===== src/rtl/axi_pkg.sv =====
// Shared AXI4 encodings, FSM state type and a 4 KiB crossing helper
// used by the burst master.
package axi_pkg;

    localparam logic [1:0] RESP_OKAY   = 2'b00;
    localparam logic [1:0] RESP_EXOKAY = 2'b01;
    localparam logic [1:0] RESP_SLVERR = 2'b10;
    localparam logic [1:0] RESP_DECERR = 2'b11;

    localparam logic [1:0] BURST_FIXED = 2'b00;
    localparam logic [1:0] BURST_INCR  = 2'b01;
    localparam logic [1:0] BURST_WRAP  = 2'b10;

    localparam logic [3:0] CACHE_DEFAULT = 4'b0011;

    typedef enum logic [2:0] {
        ST_IDLE,
        ST_AW,
        ST_W,
        ST_B,
        ST_AR,
        ST_R,
        ST_DONE
    } state_e;

    // True when a burst starting at this page offset runs past the 4 KiB page
    function automatic logic crosses_4k(
        input logic [11:0] offs,
        input logic [7:0]  len,
        input int unsigned bytes
    );
        logic [19:0] span;
        span = 20'(offs) + (20'(len) + 20'd1) * 20'(bytes);
        return span > 20'd4096;
    endfunction

endpackage


===== src/rtl/axi_beat_counter.sv =====
// Beat counter shared by the W and R phases: loads on command accept,
// advances per handshake, flags the final beat of the burst.
module axi_beat_counter (
    input  logic       clk,
    input  logic       rst,
    input  logic       load_i,
    input  logic       beat_i,
    input  logic [7:0] len_i,
    output logic       last_o
);

    logic [7:0] cnt_q, cnt_d;

    always_comb begin
        cnt_d = cnt_q;
        if (load_i) begin
            cnt_d = '0;
        end else if (beat_i) begin
            cnt_d = cnt_q + 8'd1;
        end
    end

    always_ff @(posedge clk or posedge rst) begin
        if (rst) begin
            cnt_q <= '0;
        end else begin
            cnt_q <= cnt_d;
        end
    end

    assign last_o = (cnt_q == len_i);

endmodule


===== src/rtl/axi_burst_master.sv =====
// Single-outstanding AXI4 INCR burst initiator with streaming data ports.
// Define AXI_BURST_MASTER_4K_CHECK_EN to reject bursts crossing 4 KiB.
module axi_burst_master
    import axi_pkg::*;
#(
    parameter int G_DATAWIDTH = 32,
    parameter int G_ADDRWIDTH = 32,
    parameter int G_ID_WIDTH  = 4,
    parameter int G_ID        = 0,
    parameter int G_WEWIDTH   = G_DATAWIDTH / 8
) (
    input  logic                   clk,
    input  logic                   rst,
    input  logic                   cmd_valid,
    output logic                   cmd_ready,
    input  logic                   cmd_write,
    input  logic [G_ADDRWIDTH-1:0] cmd_addr,
    input  logic [7:0]             cmd_len,
    input  logic [G_DATAWIDTH-1:0] wr_data,
    input  logic [G_WEWIDTH-1:0]   wr_strb,
    input  logic                   wr_valid,
    output logic                   wr_ready,
    output logic [G_DATAWIDTH-1:0] rd_data,
    output logic                   rd_last,
    output logic                   rd_valid,
    input  logic                   rd_ready,
    output logic                   done,
    output logic                   err,
    output logic [G_ID_WIDTH-1:0]  m_axi_awid,
    output logic [G_ADDRWIDTH-1:0] m_axi_awaddr,
    output logic [7:0]             m_axi_awlen,
    output logic [2:0]             m_axi_awsize,
    output logic [1:0]             m_axi_awburst,
    output logic                   m_axi_awlock,
    output logic [3:0]             m_axi_awcache,
    output logic [2:0]             m_axi_awprot,
    output logic [3:0]             m_axi_awqos,
    output logic [3:0]             m_axi_awregion,
    output logic                   m_axi_awvalid,
    input  logic                   m_axi_awready,
    output logic [G_DATAWIDTH-1:0] m_axi_wdata,
    output logic [G_WEWIDTH-1:0]   m_axi_wstrb,
    output logic                   m_axi_wlast,
    output logic                   m_axi_wvalid,
    input  logic                   m_axi_wready,
    input  logic [G_ID_WIDTH-1:0]  m_axi_bid,
    input  logic [1:0]             m_axi_bresp,
    input  logic                   m_axi_bvalid,
    output logic                   m_axi_bready,
    output logic [G_ID_WIDTH-1:0]  m_axi_arid,
    output logic [G_ADDRWIDTH-1:0] m_axi_araddr,
    output logic [7:0]             m_axi_arlen,
    output logic [2:0]             m_axi_arsize,
    output logic [1:0]             m_axi_arburst,
    output logic                   m_axi_arlock,
    output logic [3:0]             m_axi_arcache,
    output logic [2:0]             m_axi_arprot,
    output logic [3:0]             m_axi_arqos,
    output logic [3:0]             m_axi_arregion,
    output logic                   m_axi_arvalid,
    input  logic                   m_axi_arready,
    input  logic [G_ID_WIDTH-1:0]  m_axi_rid,
    input  logic [G_DATAWIDTH-1:0] m_axi_rdata,
    input  logic [1:0]             m_axi_rresp,
    input  logic                   m_axi_rlast,
    input  logic                   m_axi_rvalid,
    output logic                   m_axi_rready
);

    localparam logic [2:0] AXSIZE = 3'($clog2(G_WEWIDTH));

    state_e                   state_q, state_d;
    logic [G_ADDRWIDTH-1:0]   addr_q, addr_d;
    logic [7:0]               len_q, len_d;
    logic                     err_q, err_d;
    logic                     in_w, in_r, cmd_fire, w_fire, r_fire;
    logic                     beat_last;
    logic                     unused_ids;

    assign in_w     = (state_q == ST_W);
    assign in_r     = (state_q == ST_R);
    assign cmd_fire = cmd_valid & cmd_ready;
    assign w_fire   = in_w & wr_valid & m_axi_wready;
    assign r_fire   = in_r & m_axi_rvalid & rd_ready;

    axi_beat_counter u_beats (
        .clk    (clk),
        .rst    (rst),
        .load_i (cmd_fire),
        .beat_i (w_fire | r_fire),
        .len_i  (len_q),
        .last_o (beat_last)
    );

    always_comb begin
        state_d = state_q;
        addr_d  = addr_q;
        len_d   = len_q;
        err_d   = err_q;
        unique case (state_q)
            ST_IDLE: begin
                if (cmd_valid) begin
                    addr_d  = cmd_addr;
                    len_d   = cmd_len;
                    err_d   = 1'b0;
                    state_d = cmd_write ? ST_AW : ST_AR;
`ifdef AXI_BURST_MASTER_4K_CHECK_EN
                    if (crosses_4k(cmd_addr[11:0], cmd_len, G_WEWIDTH)) begin
                        err_d   = 1'b1;
                        state_d = ST_DONE;
                    end
`endif
                end
            end
            ST_AW: if (m_axi_awready) state_d = ST_W;
            ST_AR: if (m_axi_arready) state_d = ST_R;
            ST_W:  if (w_fire && beat_last) state_d = ST_B;
            ST_B: begin
                if (m_axi_bvalid) begin
                    err_d   = (m_axi_bresp != RESP_OKAY);
                    state_d = ST_DONE;
                end
            end
            ST_R: begin
                // rlast disagreeing with the beat count is a slave protocol error
                if (r_fire) begin
                    err_d = err_q | (m_axi_rresp != RESP_OKAY)
                          | (m_axi_rlast != beat_last);
                    if (m_axi_rlast || beat_last) state_d = ST_DONE;
                end
            end
            ST_DONE: state_d = ST_IDLE;
            default: state_d = ST_IDLE;
        endcase
    end

    always_ff @(posedge clk or posedge rst) begin
        if (rst) begin
            state_q <= ST_IDLE;
            addr_q  <= '0;
            len_q   <= '0;
            err_q   <= 1'b0;
        end else begin
            state_q <= state_d;
            addr_q  <= addr_d;
            len_q   <= len_d;
            err_q   <= err_d;
        end
    end

    assign cmd_ready = (state_q == ST_IDLE) & ~rst;
    assign done      = (state_q == ST_DONE);
    assign err       = done & err_q;

    assign m_axi_awid     = G_ID_WIDTH'(G_ID);
    assign m_axi_awaddr   = addr_q;
    assign m_axi_awlen    = len_q;
    assign m_axi_awsize   = AXSIZE;
    assign m_axi_awburst  = BURST_INCR;
    assign m_axi_awlock   = 1'b0;
    assign m_axi_awcache  = CACHE_DEFAULT;
    assign m_axi_awprot   = 3'b000;
    assign m_axi_awqos    = 4'h0;
    assign m_axi_awregion = 4'h0;
    assign m_axi_awvalid  = (state_q == ST_AW);

    assign m_axi_wdata  = in_w ? wr_data : '0;
    assign m_axi_wstrb  = in_w ? wr_strb : '0;
    assign m_axi_wlast  = in_w & beat_last;
    assign m_axi_wvalid = in_w & wr_valid;
    assign wr_ready     = in_w & m_axi_wready;
    assign m_axi_bready = (state_q == ST_B);

    assign m_axi_arid     = G_ID_WIDTH'(G_ID);
    assign m_axi_araddr   = addr_q;
    assign m_axi_arlen    = len_q;
    assign m_axi_arsize   = AXSIZE;
    assign m_axi_arburst  = BURST_INCR;
    assign m_axi_arlock   = 1'b0;
    assign m_axi_arcache  = CACHE_DEFAULT;
    assign m_axi_arprot   = 3'b000;
    assign m_axi_arqos    = 4'h0;
    assign m_axi_arregion = 4'h0;
    assign m_axi_arvalid  = (state_q == ST_AR);

    assign rd_data      = in_r ? m_axi_rdata : '0;
    assign rd_last      = in_r & (m_axi_rlast | beat_last);
    assign rd_valid     = in_r & m_axi_rvalid;
    assign m_axi_rready = in_r & rd_ready;

    // Only one transaction is ever in flight, so returned IDs carry no information
    assign unused_ids = ^{m_axi_bid, m_axi_rid};

endmodule

===== config.mk =====
export PLATFORM = sky130hd
export DESIGN_NAME = axi_burst_master
export DESIGN_NICKNAME = d
export VERILOG_FILES = /design/src/rtl/axi_pkg.sv /design/src/rtl/axi_beat_counter.sv /design/src/rtl/axi_burst_master.sv
export SDC_FILE = /design/constraint.sdc
export NUM_CORES = 1
export LEC_CHECK = 0
export CORE_AREA = 2 2 131 133
export DETAILED_ROUTE_END_ITERATION = 10
export DIE_AREA = 0 0 133 135
export PLACE_DENSITY = 0.65
export SLEW_MARGIN = 20
export SYNTH_ARGS = -nofsm -noshare
export SYNTH_HDL_FRONTEND = slang
export SYNTH_HIERARCHICAL = 1
export SYNTH_SLANG_ARGS = --single-unit

===== constraint.sdc =====
create_clock -name clk -period 3.15 [get_ports clk]
set_clock_uncertainty 0.15 [all_clocks]
set_input_delay 0.63 -clock clk [delete_from_list [all_inputs] [get_ports clk]]
set_output_delay 0.63 -clock clk [all_outputs]
set_load 0.05 [all_outputs]

Yosys cells after proc, flatten, opt, wreduce, memory -nomap -nowiden

Cells that the tools add are included.

$add $sub $neg: 1
Multipliers: 0
Divide/modulo/power cells: 0
$lt $le $gt $ge: 0
Equality and inequality tests: 15
Shift operators: 0
Mux-type cells: 18
Bitwise gates (word level): 16
Reductions and logical operators: 10

Operator list:

| operator              | count |
|---|---|
| $mux W32              | 2 |
| $mux W3               | 8 |
| $pmux W3 S6           | 1 |
| $mux W8               | 2 |
| $and A1 B1 Y1         | 11 |
| $ne A2 B1 Y1 const B  | 5 |
| $eq A3 B3 Y1 const B  | 3 |
| $add A8 B1 Y8 const B | 1 |
| $eq A8 B8 Y1          | 1 |
| $reduce_and A7 Y1     | 1 |
| $eq A3 B2 Y1 const B  | 2 |
| $reduce_bool A2 Y1    | 3 |
| $mux W4               | 1 |
| $ne A2 B2 Y1 const B  | 2 |
| $or A1 B1 Y1          | 4 |
| $reduce_and A4 Y1     | 1 |
| $eq A3 B1 Y1 const B  | 1 |
| $logic_not A3 Y1      | 1 |
| $mux W1               | 3 |
| $pmux W1 S3           | 1 |
| $reduce_bool A3 Y1    | 1 |
| $reduce_and A2 Y1     | 1 |
| $logic_and A1 B1 Y1   | 1 |
| $logic_or A1 B1 Y1    | 1 |
| 2 further kinds       | 2 |

Flip-flop bits (word level): 52
Bits in latches: 0
Memory bits (writable): 0
ROM bits: 0
Input bits: 132
Output and inout port bits: 210
Word-level logic and storage cells: 65
Memories: 0

Longest topological paths before layout

Depth in word-level cells: 6
Depth in mapped cells: 11
Mapped depth without buffers: 10

Hierarchy

Netlist, hierarchy kept.

Modules (own cells, without submodules):

| module           | instances | cells an instance | area an instance (µm²) | sequential area each (µm²) |
|---|---|---|---|---|
| axi_burst_master | 1         | 312               | 3055.4                 | 1101.1 |
| axi_beat_counter | 1         | 50                | 478.0                  | 200.2 |

Worst setup path before layout

OpenSTA, ideal clock, no wires.

Kind: flip-flop to output port
Start point: register len_q[5], in the netlist m_axi_arlen[5]
End point: output port m_axi_wlast
Arrival time: 2.198 ns
Slack: 0.172 ns
Cell stages (with the launch flop): 6
Cell sequence: dfrtp_1 xnor2_1 nand4_1 nor2_1 inv_1 nor3_1

Cells in the longest elaborated chain, start to end: 2

Ends and longest elaborated chain:

| element                | line                    | RTL |
|---|---|---|
| from (decl)            | axi_burst_master.sv:74  | `logic [7:0] len_q, len_d;` |
| from (signal assigned) | axi_burst_master.sv:146 | `len_q <= len_d;` |
| $eq A8 B8 Y1           | axi_beat_counter.sv:31  | `assign last_o = (cnt_q == len_i);` |
| named net beat_last    | axi_burst_master.sv:77  | `logic beat_last;` |
| $and A1 B1 Y1          | axi_burst_master.sv:169 | `assign m_axi_wlast = in_w & beat_last;` |
| to (decl)              | axi_burst_master.sv:43  | `output logic m_axi_wlast,` |

The timed path passes the listed nets, and every way through them passes these cells.

Worst setup path in the final report

Start point: register state_q[2]
End point: output port m_axi_wstrb[1]

Cells in the longest elaborated chain, start to end: 2

Ends and longest elaborated chain:

| element                | line                    | RTL |
|---|---|---|
| from (decl)            | axi_burst_master.sv:72  | `state_e state_q, state_d;` |
| from (signal assigned) | axi_burst_master.sv:144 | `state_q <= state_d;` |
| $eq A3 B2 Y1           | axi_burst_master.sv:80  | `assign in_w = (state_q == ST_W);` |
| $mux W4                | axi_burst_master.sv:168 | `assign m_axi_wstrb = in_w ? wr_strb : '0;` |
| to (decl)              | axi_burst_master.sv:42  | `output logic [G_WEWIDTH-1:0] m_axi_wstrb,` |

No other way between the ends.

==> results <==
## synth_stat cells
| cell type | n | area, um^2 |
|---|---|---|
| ha_1 | 2 | 25.02 |
| or3_1 | 4 | 25.02 |
| and3_1 | 2 | 12.51 |
| nand4_1 | 4 | 25.02 |
| buf_4 | 91 | 683.2 |
| o2bb2ai_1 | 1 | 8.760 |
| nor4_1 | 1 | 6.260 |
| nand2_1 | 2 | 7.510 |
| a211oi_2 | 1 | 12.51 |
| o31ai_1 | 1 | 7.510 |
| and2_1 | 74 | 462.9 |
| a21oi_1 | 6 | 30.03 |
| mux2_2 | 42 | 473.0 |
| dfrtp_1 | 52 | 1301 |
| a31oi_1 | 1 | 6.260 |
| nand2b_1 | 3 | 18.77 |
| nand3_1 | 4 | 20.02 |
| o31a_1 | 1 | 8.760 |
| nor3b_1 | 2 | 15.01 |
| clkbuf_2 | 1 | 5.000 |
| clkbuf_1 | 10 | 37.54 |
| mux2i_1 | 2 | 20.02 |
| xor2_1 | 3 | 26.28 |
| inv_1 | 7 | 26.28 |
| conb_1 | 2 | 7.510 |
| xnor2_1 | 9 | 78.83 |
| a22o_1 | 2 | 17.52 |
| o21ai_0 | 7 | 35.03 |
| nor3_1 | 3 | 15.01 |
| nor2b_1 | 1 | 6.260 |
| nor3b_2 | 1 | 12.51 |
| nor2_1 | 12 | 45.04 |
| o2111ai_2 | 1 | 15.01 |
| or2_2 | 1 | 6.260 |
| buf_2 | 6 | 30.03 |
## how the worst max path moves through the flow
stage / endpoint
6_report: m_axi_wstrb[1]
2_1_floorplan: m_axi_wlast
5_1_grt: m_axi_wstrb[1]
4_1_cts: m_axi_wstrb[1]
3_5_place_dp: state_q[2]$_DFFE_PP0P_
3_3_place_gp: state_q[1]$_DFFE_PP0P_
## flip-flops by register name, summed over array words and instances (netlist names)
signal and flops:
m_axi_arlen 8, u_beats/cnt_q 8, state_q 3, m_axi_araddr 32, err_q 1
## per-stage QoR
stage / worst slack (ns) / hold slack [ns] / util
4_1_cts: 0.1328 / 0.3915 / 0.4265
5_1_grt: 0.1071 / 0.4092 / 0.4268
2_1_floorplan: 0.1719 / 0.2957 / -
6_report: 0.2770 / 0.3881 / 0.4268
3_3_place_gp: 0.4853 / 0.3603 / 0.4172
3_5_place_dp: 0.4694 / 0.3727 / 0.4172
## worst max-delay path, cell delays in order, from the launching register on
cell and delay [ns]:
dfrtp_1 0.53, nand2b_1 0.32, nor2_4 0.23, buf_4 0.29
and2_1 0.25, buf_12 0.16
## metal layers
| metal | vias to the layer above | global-route usage | part of all wire |
|---|---|---|---|
| met1 | 1504 | 0.1382 | 0.35 |
| met2 | 177 | 0.2530 | 0.57 |
| met5 | - | 0 | 0 |
| li1 | 1509 | - | - |
| met3 | 4 | 0.03491 | 0.075 |
| met4 | 0 | 0.02151 | 0.0049 |
## cell type report
type                       count  area share
timing repair buffer         290      0.5153
multi-input combinational    243      0.2341
sequential                    52      0.1858
tap                          220     0.03931
clock buffer                   6     0.01983
inverter                       7    0.003752
clock inverter                 2    0.001965
## cell families (layout without fill, tap and decap cells)
group | Yosys count | in the layout
xor+xnor | 12 | 12
compound gates | 21 | 21
buf+inv | 115 | 305
other cells | 2 | 50
simple gates | 114 | 114
fa+ha+maj | 2 | 2
mux | 44 | 44
flops | 52 | 52
## power by group
group / switching (mW) / internal, mW
combinational: 3.65 / 2.26
clock: 0.238 / 0.318
sequential: 0.325 / 0.983
==> run metrics <==
Setup crit start kind flop; post-synthesis adder-cell area fraction 0.007082; Post-Layout Cell Count between 800 and 900; Final Max Slew Viols 0; Post-Synth Simple-Gate Area 0.1919; crit path from state_q[2]$_DFFE_PP0P_; Post-CTS Setup Repair Bufs 0; Hold Crit Endpoint m_axi_araddr[9]$_DFFE_PP0P_; vias in the first global route approximately 3300; Die X around 130 um; sequential share of the synthesized area 0.3683; post-synthesis compound-gate area fraction 0.04001; commonest non-fill, non-tap cell in the layout clkdlybuf4s50_1; register area between 1000 and 1500 um^2; via count ~3200; worst hold path class reg2reg; min Tclk post-route approximately 2.9 ns; CTS tree yes; Slew @ Worst Pin 0.5678 ns; DR pass1 iterations 4; fillcell total ~1500; post-synthesis xor/xnor area fraction 0.02975; cell area after synthesis between 3000 and 4000 um^2; DRC Markers 0; final instance area 7003 um^2; Fin. Hold Viols 0; pwr dens 1111 nW/um^2; Initial Utilization 0.2154; multi-input logic area 1639 um^2; synthesized area per cell just under 10 um^2; total wire length 11940 um; IO Port Bufs 283; largest net degree at the start of global routing between 40 and 50; Max VDD drop between 0.5 and 0.6 mV; row cnt 47; CTS clock-pin slew for the worst setup and hold paths ~0.07 ns; number of diodes 0; worst setup path class reg2out; Yosys cell types 35; die area between 15000 and 20000 um^2; final setup vio count 0; Worst Setup End Kind output pin; worst-path maximum fanout 33; period utilization 0.9121; Root Buffer clkbuf_16; core region area between 15000 and 20000 um^2; area growth from synthesis to layout 98.19%; Critical Path RT between 2 and 2.5 ns; DP Area approximately 6800 um^2; Placer Congestion 0.8038; Vias/cell just under 4; Inserted Clock Buffers 5; initial antenna violation count 0; most frequent cells in the layout clkdlybuf4s50_1, and2_1, buf_12; # placed instances 812; # clock sinks 52; Vert. Die Dim 135 um; outcome completed; Worst EP arrival 2.09 ns; Clock Path Buffers 2; max capacitance violation total 0; Max Clk Rate 348.1 MHz; Clk Latency, worst-skew pair around 0.29 ns; grt ovf 0; worst reg2reg path endpoint state_q[2]$_DFFE_PP0P_; first-pass GRT wire length around 18000 um; post-CTS sizing 0; R2R cell count 10; layout cells sized above 1 0.2333; Gate Count Post-Synth around 360; hold wc startpoint m_axi_araddr[9]$_DFFE_PP0P_; RSZ-0062 raised after global routing false; dpl hpwl between 10000 and 15000 um; Warnings, synthesis 6; drt wl/cell ~15 um; Total Nets Final between 700 and 800; relative slew slack 0.6215; Hold Path Stages 1; FF+latch count, synth 52; Initial DRC Count 67; RR Startpoint u_beats/cnt_q[3]$_DFFE_PP0P_; mux share of post-synthesis cell area 0.1395; flop2flop setup slack ~0.49 ns; leak pwr 2.892 nW; Setup TNS Final 0 ns; number of I/O pins between 300 and 400; CTS H-tree depth 2; main combinational cell family by area after synthesis buffers and inverters; DRT antenna net count 0; Total Power a little under 8 mW; gr usage total 0.1285; CTS Hold Bufs 0
Note: power is estimated with default switching activity, not from simulation.
